**src/rtl/pipelined_cla_adder.sv**
```systemverilog
// pipelined_cla_adder: WIDTH-bit add/sub, one BLOCK-bit lookahead block per stage.
// Define PCLA_FLAGS_EN to generate the overflow and zero flags.
module pipelined_cla_adder #(
  parameter int WIDTH = 32,
  parameter int BLOCK = 8
) (
  input  logic             clock,
  input  logic             reset_n,
  input  logic             in_valid,
  output logic             in_ready,
  input  logic [WIDTH-1:0] x,
  input  logic [WIDTH-1:0] y,
  input  logic             sub,
  input  logic             c_in,
  output logic             out_valid,
  input  logic             out_ready,
  output logic [WIDTH-1:0] s,
  output logic             c_out,
  output logic             overflow,
  output logic             zero
);

  localparam int STAGES = WIDTH / BLOCK;

  logic             adv;
  logic [WIDTH-1:0] b_eff;
  logic             c0;

  // The whole pipe moves together; only a stalled output freezes it.
  assign adv      = !out_valid || out_ready;
  assign in_ready = adv;
  assign b_eff    = sub ? ~y : y;
  assign c0       = sub | c_in;

  // Each carry is a flat sum of products of p/g terms and the block carry-in.
  function automatic logic [BLOCK:0] cla_carries(
    input logic [BLOCK-1:0] p,
    input logic [BLOCK-1:0] g,
    input logic             ci
  );
    logic [BLOCK:0] c;
    logic           t;
    c    = '0;
    c[0] = ci;
    for (int i = 0; i < BLOCK; i++) begin
      t = ci;
      for (int j = 0; j <= i; j++) begin
        t = t & p[j];
      end
      c[i+1] = t;
      for (int j = 0; j <= i; j++) begin
        t = g[j];
        for (int m = j + 1; m <= i; m++) begin
          t = t & p[m];
        end
        c[i+1] = c[i+1] | t;
      end
    end
    return c;
  endfunction

  for (genvar k = 0; k < STAGES; k++) begin : g_st
    localparam int LO = k * BLOCK;
    localparam int HI = LO + BLOCK;
    // operand bits this stage still has to consume
    localparam int RW = WIDTH - LO;

    logic [RW-1:0]    a_src;
    logic [RW-1:0]    b_src;
    logic             v_src;
    logic             c_src;
    logic [BLOCK-1:0] p;
    logic [BLOCK-1:0] g;
    logic [BLOCK-1:0] sum;
    logic [BLOCK:0]   cc;
    logic [HI-1:0]    r_nxt;
    logic [HI-1:0]    r_q;
    logic             v_q;
    logic             c_q;

    if (k == 0) begin : g_head
      assign a_src = x;
      assign b_src = b_eff;
      assign v_src = in_valid;
      assign c_src = c0;
      assign r_nxt = sum;
    end else begin : g_body
      assign a_src = g_st[k-1].g_up.a_q;
      assign b_src = g_st[k-1].g_up.b_q;
      assign v_src = g_st[k-1].v_q;
      assign c_src = g_st[k-1].c_q;
      assign r_nxt = {sum, g_st[k-1].r_q};
    end

    assign p   = a_src[BLOCK-1:0] ^ b_src[BLOCK-1:0];
    assign g   = a_src[BLOCK-1:0] & b_src[BLOCK-1:0];
    assign cc  = cla_carries(p, g, c_src);
    assign sum = p ^ cc[BLOCK-1:0];

    // Stage register: valid, block carry and result so far.
    always_ff @(posedge clock or negedge reset_n) begin
      if (!reset_n) begin
        v_q <= 1'b0;
        c_q <= 1'b0;
        r_q <= '0;
      end else if (adv) begin
        v_q <= v_src;
        c_q <= cc[BLOCK];
        r_q <= r_nxt;
      end
    end

    if (k < STAGES - 1) begin : g_up
      logic [RW-BLOCK-1:0] a_q;
      logic [RW-BLOCK-1:0] b_q;

      // Carry the unconsumed operand slices forward.
      always_ff @(posedge clock or negedge reset_n) begin
        if (!reset_n) begin
          a_q <= '0;
          b_q <= '0;
        end else if (adv) begin
          a_q <= a_src[RW-1:BLOCK];
          b_q <= b_src[RW-1:BLOCK];
        end
      end
    end else begin : g_tail
      assign out_valid = v_q;
      assign s         = r_q;
      assign c_out     = c_q;
`ifdef PCLA_FLAGS_EN
      logic ov_q;
      logic z_q;

      // Flags come from the MSB block and the full result.
      always_ff @(posedge clock or negedge reset_n) begin
        if (!reset_n) begin
          ov_q <= 1'b0;
          z_q  <= 1'b0;
        end else if (adv) begin
          ov_q <= (a_src[BLOCK-1] == b_src[BLOCK-1]) &&
                  (sum[BLOCK-1] != a_src[BLOCK-1]);
          z_q  <= (r_nxt == '0);
        end
      end

      assign overflow = ov_q;
      assign zero     = z_q;
`else
      assign overflow = 1'b0;
      assign zero     = 1'b0;
`endif
    end
  end

endmodule

```
**config.mk**
```make
export PLATFORM = sky130hd
export DESIGN_NAME = pipelined_cla_adder
export DESIGN_NICKNAME = d
export VERILOG_FILES = /design/src/rtl/pipelined_cla_adder.sv
export SDC_FILE = /design/constraint.sdc
export NUM_CORES = 1
export LEC_CHECK = 0
export CORE_MARGIN = 8
export CORE_UTILIZATION = 45
export CTS_CLUSTER_SIZE = 12
export DETAILED_ROUTE_END_ITERATION = 10
export DONT_BUFFER_PORTS = 1
export GPL_TIMING_DRIVEN = 0
export PLACE_DENSITY = 0.62
export SLEW_MARGIN = 15
export SYNTH_ARGS = -nofsm -noshare
export SYNTH_HDL_FRONTEND = slang
export SYNTH_SLANG_ARGS = --single-unit
```
**constraint.sdc**
```tcl
create_clock -name clock -period 1.94 [get_ports clock]
set_clock_uncertainty 0.1 [all_clocks]
set_input_delay 0.194 -clock clock [delete_from_list [all_inputs] [get_ports clock]]
set_output_delay 0.194 -clock clock [all_outputs]
set_load 0.02 [all_outputs]
```
* After elaboration in Yosys (flattened, before gate mapping)
Index checks and enable logic that the tools add are counted.
** Word-level totals
- Register bits after elaboration :: 184
- Latch bits :: 0
- Memory bits (writable) :: 0
- ROM bits :: 0
- Logic and storage cells :: 323
- Memories kept :: 0
** Cells by class
- Add/subtract/negate cells :: 0
- Multipliers :: 0
- Divide/modulo/power cells :: 0
- Magnitude comparators :: 0
- Equality and inequality tests :: 0
- Shift-type cells :: 0
- Muxes and demuxes :: 1
- Bitwise gates (word level) :: 302
- Reduce and logical (&&, ||, !) cells :: 2
** Operators by type and width (number)
- $or 1x1->1 :: 145
- $and 1x1->1 :: 144
- $xor 8x8->8 :: 8
- $and 8x8->8 :: 4
- $mux 32 :: 1
- $not 32->32 :: 1
- $logic_not 1->1 :: 1
- $logic_or 1x1->1 :: 1

* Depth between registers and ports, before layout
- Depth after elaboration :: 19
- Gate-level depth with buffers :: 10
- Mapped depth without buffers :: 8

* Worst setup path after synthesis
No wires, ideal clock.
- Path type :: input to register
- Start :: input port sub
- End :: register g_st[0].r_q[4]
- Setup time :: 134 ps
- Arrival time :: 2120 ps
- Slack :: -414 ps
- Stages :: 10
- Path buffers :: 2
- Cells stage by stage :: clkbuf_1 buf_2 xor2_1 ha_1 ha_1 o21ai_1 nand2b_1 a21o_1 a211oi_1 o31ai_1
** On the way
- Cells in the longest elaborated chain, start to end :: 11
** Ends and longest elaborated chain
- from (decl) :: RTL line 13 : input logic sub,
- $mux 32 :: RTL line 32 : assign b_eff = sub ? ~y : y;
- $xor 8x8->8 :: RTL line 95 : assign p = a_src[BLOCK-1:0] ^ b_src[BLOCK-1:0];
- $and 1x1->1 (4 in series) :: RTL line 48 : t = t & p[j];
- $or 1x1->1 (4 in series) :: RTL line 56 : c[i+1] = c[i+1] | t;
- $xor 8x8->8 (*) :: RTL line 98 : assign sum = p ^ cc[BLOCK-1:0];
- to (signal assigned) :: RTL line 109 : r_q <= r_nxt;
- to (decl) :: RTL line 77 : logic [HI-1:0] r_q;
Mark *: on every way between the ends. The rest lies on a longest branch, timed or not.
A chain may end at the register's enable or synchronous reset.

* Worst setup path after layout
- Start :: register g_st[0].g_up.a_q[0]
- End :: register g_st[1].r_q[15]
** On the way
- Cells in the longest elaborated chain, start to end :: 16
** Ends and longest elaborated chain
- from (decl) :: RTL line 114 : logic [RW-BLOCK-1:0] a_q;
- from (signal assigned) :: RTL line 123 : a_q <= a_src[RW-1:BLOCK];
- $xor 8x8->8 :: RTL line 95
- $and 1x1->1 (7 in series) :: RTL line 48
- $or 1x1->1 (*) (7 in series) :: RTL line 56
- $xor 8x8->8 (*) :: RTL line 98
- to (signal assigned) :: RTL line 109
- to (decl) :: RTL line 77
Marks and branches as above.

==> flow_summary_export.csv <==
group,metric,value,unit
worst_setup_path,r2r-end,"g_st[1].r_q[15]",
global_route,grt_pass1_wl,31300,microns
worst_setup_path,endpoint_kind,"flop",
yosys,synth_top_area_share,55.9,%
drt,first_iter_violations,319,
worst_setup_path,ff2ff_path_depth,7,
sta,finalMaxSlewViolations,0,
power_and_ir_drop,ir_drop,0.000954,V
yosys,netlist-cell-type-count,26,
cells_and_area,area_delta_synth_final,20.8,%
cells_and_area,n_antenna_cell,0,
drt,vias,5903,
yosys,avgSynthCellArea,9.29,sq um
sta,period_share,104,%
clock_tree,cts_sinks,184,
sta,fin_ws,-0.0761,ns
clock_tree,clock_path_buffers,2,
yosys,async_flop_share,100,%
cells_and_area,post-route-cell-area,9950,sq um
drt,first_pass_iters,4,
sta,whs,-0.634,ns
drt,ant_nets,0,
yosys,yosys_warnings,0,
sta,fmax,496,MHz
yosys,synth_edf_count,0,
clock_tree,clk_latency,0.43,ns
global_route,track_usage,17.7,%
placement,post-place-ws,-0.430,ns
yosys,ys_top_cells_by_count,"nand2_1, dfrtp_1, xnor2_1, ha_1, o21ai_0",
worst_setup_path,start_kind,"flop",
sta,setup_violations,7,
worst_setup_path,crit_required,2.14,ns
die,die_x,151,microns
placement,dp_hpwl,13300,microns
cells_and_area,finish.utilization,55.4,%
placement,gp_congestion,0.798,
global_route,grt_pass1_vias,6000,
status,status,"complete, but fails checks",
yosys,ys_top_cells_by_area,"dfrtp_1, nand2_1, ha_1",
worst_setup_path,cp_max_fo,4,
clock_tree,clk_pin_slew,0.07,ns
yosys,ys_seq_elements,184,
sta,slew_headroom,62.9,%
placement,placed_area,8560,sq um
die,die_h,151,microns
yosys,ys.flop_type,"dfrtp_1",
die,start_util,45.9,%
clock_tree,cts_tree,"yes",
clock_tree,root_buffer,"clkbuf_16",
yosys,yosysMostFrequentCell,"nand2_1",
worst_setup_path,r2r_slack,-0.08,ns
drt,drc_errors,0,
worst_setup_path,r2r_start,"g_st[0].g_up.a_q[0]",
clock_tree,cts-hold-fix-buffers,50,
die,pin_count,107,
yosys,syn_inst,887,
sta,rsz0062_at_grt,"true",
die,coreArea,18000,sq um
placement,io_buffers,0,
power_and_ir_drop,power,16.7,mW
clock_tree,htreeDepth,4,
cells_and_area,drive_above_1_share,11.4,%
sta,period_needed,2.02,ns
sta,hold_viol,184,
job,max_cap_violations,0,
sta,setup_tns,-0.205,ns
power_and_ir_drop,powerDensity,1680,nW/um^2
clock_tree,cts_made_buffers,17,
drt,wl,19400,microns
die,core.rowCount,49,
worst_setup_path,path_class,"flop to flop",
cells_and_area,nNetsFinal,1082,
yosys,synth.cell_area,8240,sq um
min_path,min_path_type,"primary input to asynchronous set/reset pin",
die,die-area,22900,sq um
worst_setup_path,worst_ep_arrival_time,2.22,ns
sta,worst_pin_slew,0.556,ns
yosys,synth_area_leader_cell,"dfrtp_1",
power_and_ir_drop,p_leak,4.96,nW
status,violations,"negative hold slack, negative setup slack",
yosys,ys_seq_area_share,55.9,%
global_route,grt_max_degree,185,
drt,wl_per_cell,16.0,microns
global_route,antenna_found_initial,0,
drt,vias_per_cell,4.86,
global_route,grt_overflow_total,0,
-- worst max-delay path by stage --
stage | slack, ns | cells after the start | from | to
2_1_floorplan | -0.13 | 10 | sub | g_st[0].r_q[7]
3_3_place_gp | -0.39 | 10 | sub | g_st[0].c_q
3_5_place_dp | -0.43 | 10 | sub | g_st[0].c_q
4_1_cts | -0.04 | 7 | g_st[1].g_up.a_q[0] | g_st[2].r_q[23]
5_1_grt | -0.17 | 7 | g_st[0].g_up.a_q[0] | g_st[1].r_q[15]
6_report | -0.08 | 7 | g_st[0].g_up.a_q[0] | g_st[1].r_q[15]
-- power by group --
group / switching, mW / internal [mW] / total (mW)
logic: 3.34 / 2.58 / 5.92
registers: 1.49 / 5.57 / 7.06
clock network: 1.47 / 2.26 / 3.73
-- per-stage QoR --
stage | hold WS [ns] | cells
detailed placement | -0.193 | 1117
CTS | -0.651 | 1208
global placement | -0.192 | 1117
finish | -0.634 | 1214
floorplan | -0.202 | 888
global route | -0.656 | 1214
-- critical path, cell delays in order (launching register included) --
cell and delay [ns]:
dfrtp_1 0.38, ha_1 0.28, ha_2 0.19, o21ai_4 0.07, a2111oi_4 0.41, a31o_2 0.26
xnor2_1 0.12, a21oi_1 0.08
-- area by class of cell --
cell class / count / area [sq um]
Clock inverter: 11 / 170
Sequential cell: 184 / 4610
Timing Repair Buffer: 66 / 618
Multi-Input combinational cell: 649 / 3520
Inverter: 8 / 30.0
Buffer: 46 / 250
Fill cell: 1606 / 8020
Tap cell: 229 / 287
Clock buffer: 21 / 470
-- state kept, by name, summed over array words and instances, names as in the netlist --
| name | cells |
|---|---|
| out_valid | 1 |
| g_st.v_q | 3 |
| c_out | 1 |
| g_st.c_q | 3 |
| g_st.r_q | 48 |
| s | 32 |
| g_st.g_up.a_q | 48 |
| g_st.g_up.b_q | 48 |
-- placed cells by master, fill, tap and decap left out, types with 17 or more instances in the layout --
cell type      count
clkbuf_16         17
o21ai_0           29
nor2_1            25
buf_4             17
xnor2_1           37
a21oi_1           23
ha_1              33
dlygate4sd3_1     50
dfrtp_1          183
nand2_1          417
-- layer usage --
layer / global-route usage [%] / wire length (microns) / vias up
met5: 0 / 0 / -
met3: 4.09 / 1030 / 20
met2: 29.6 / 9790 / 107
met1: 22.6 / 8320 / 2814
met4: 4.80 / 274 / 0
li1: - / - / 2962
-- logic make-up after synthesis --
logic type      share of synthesized area [%]
fa+ha+maj                                6.44
other cells                            0.0455
compound gates                           7.53
buf+inv                                  2.80
xor+xnor                                 5.95
simple gates                             21.3
flops                                    55.9
-- timing repair --
| action | CTS | global route |
|---|---|---|
| gates cloned | 0 | 1 |
| gates resized for setup | 31 | 30 |
| buffers inserted | 9 | 6 |
| endpoints found under the setup margin | 121 | 70 |
| endpoints found under the hold margin | 234 | 184 |
| pin swaps | 5 | 11 |
Power figures use the tool's default switching activity.
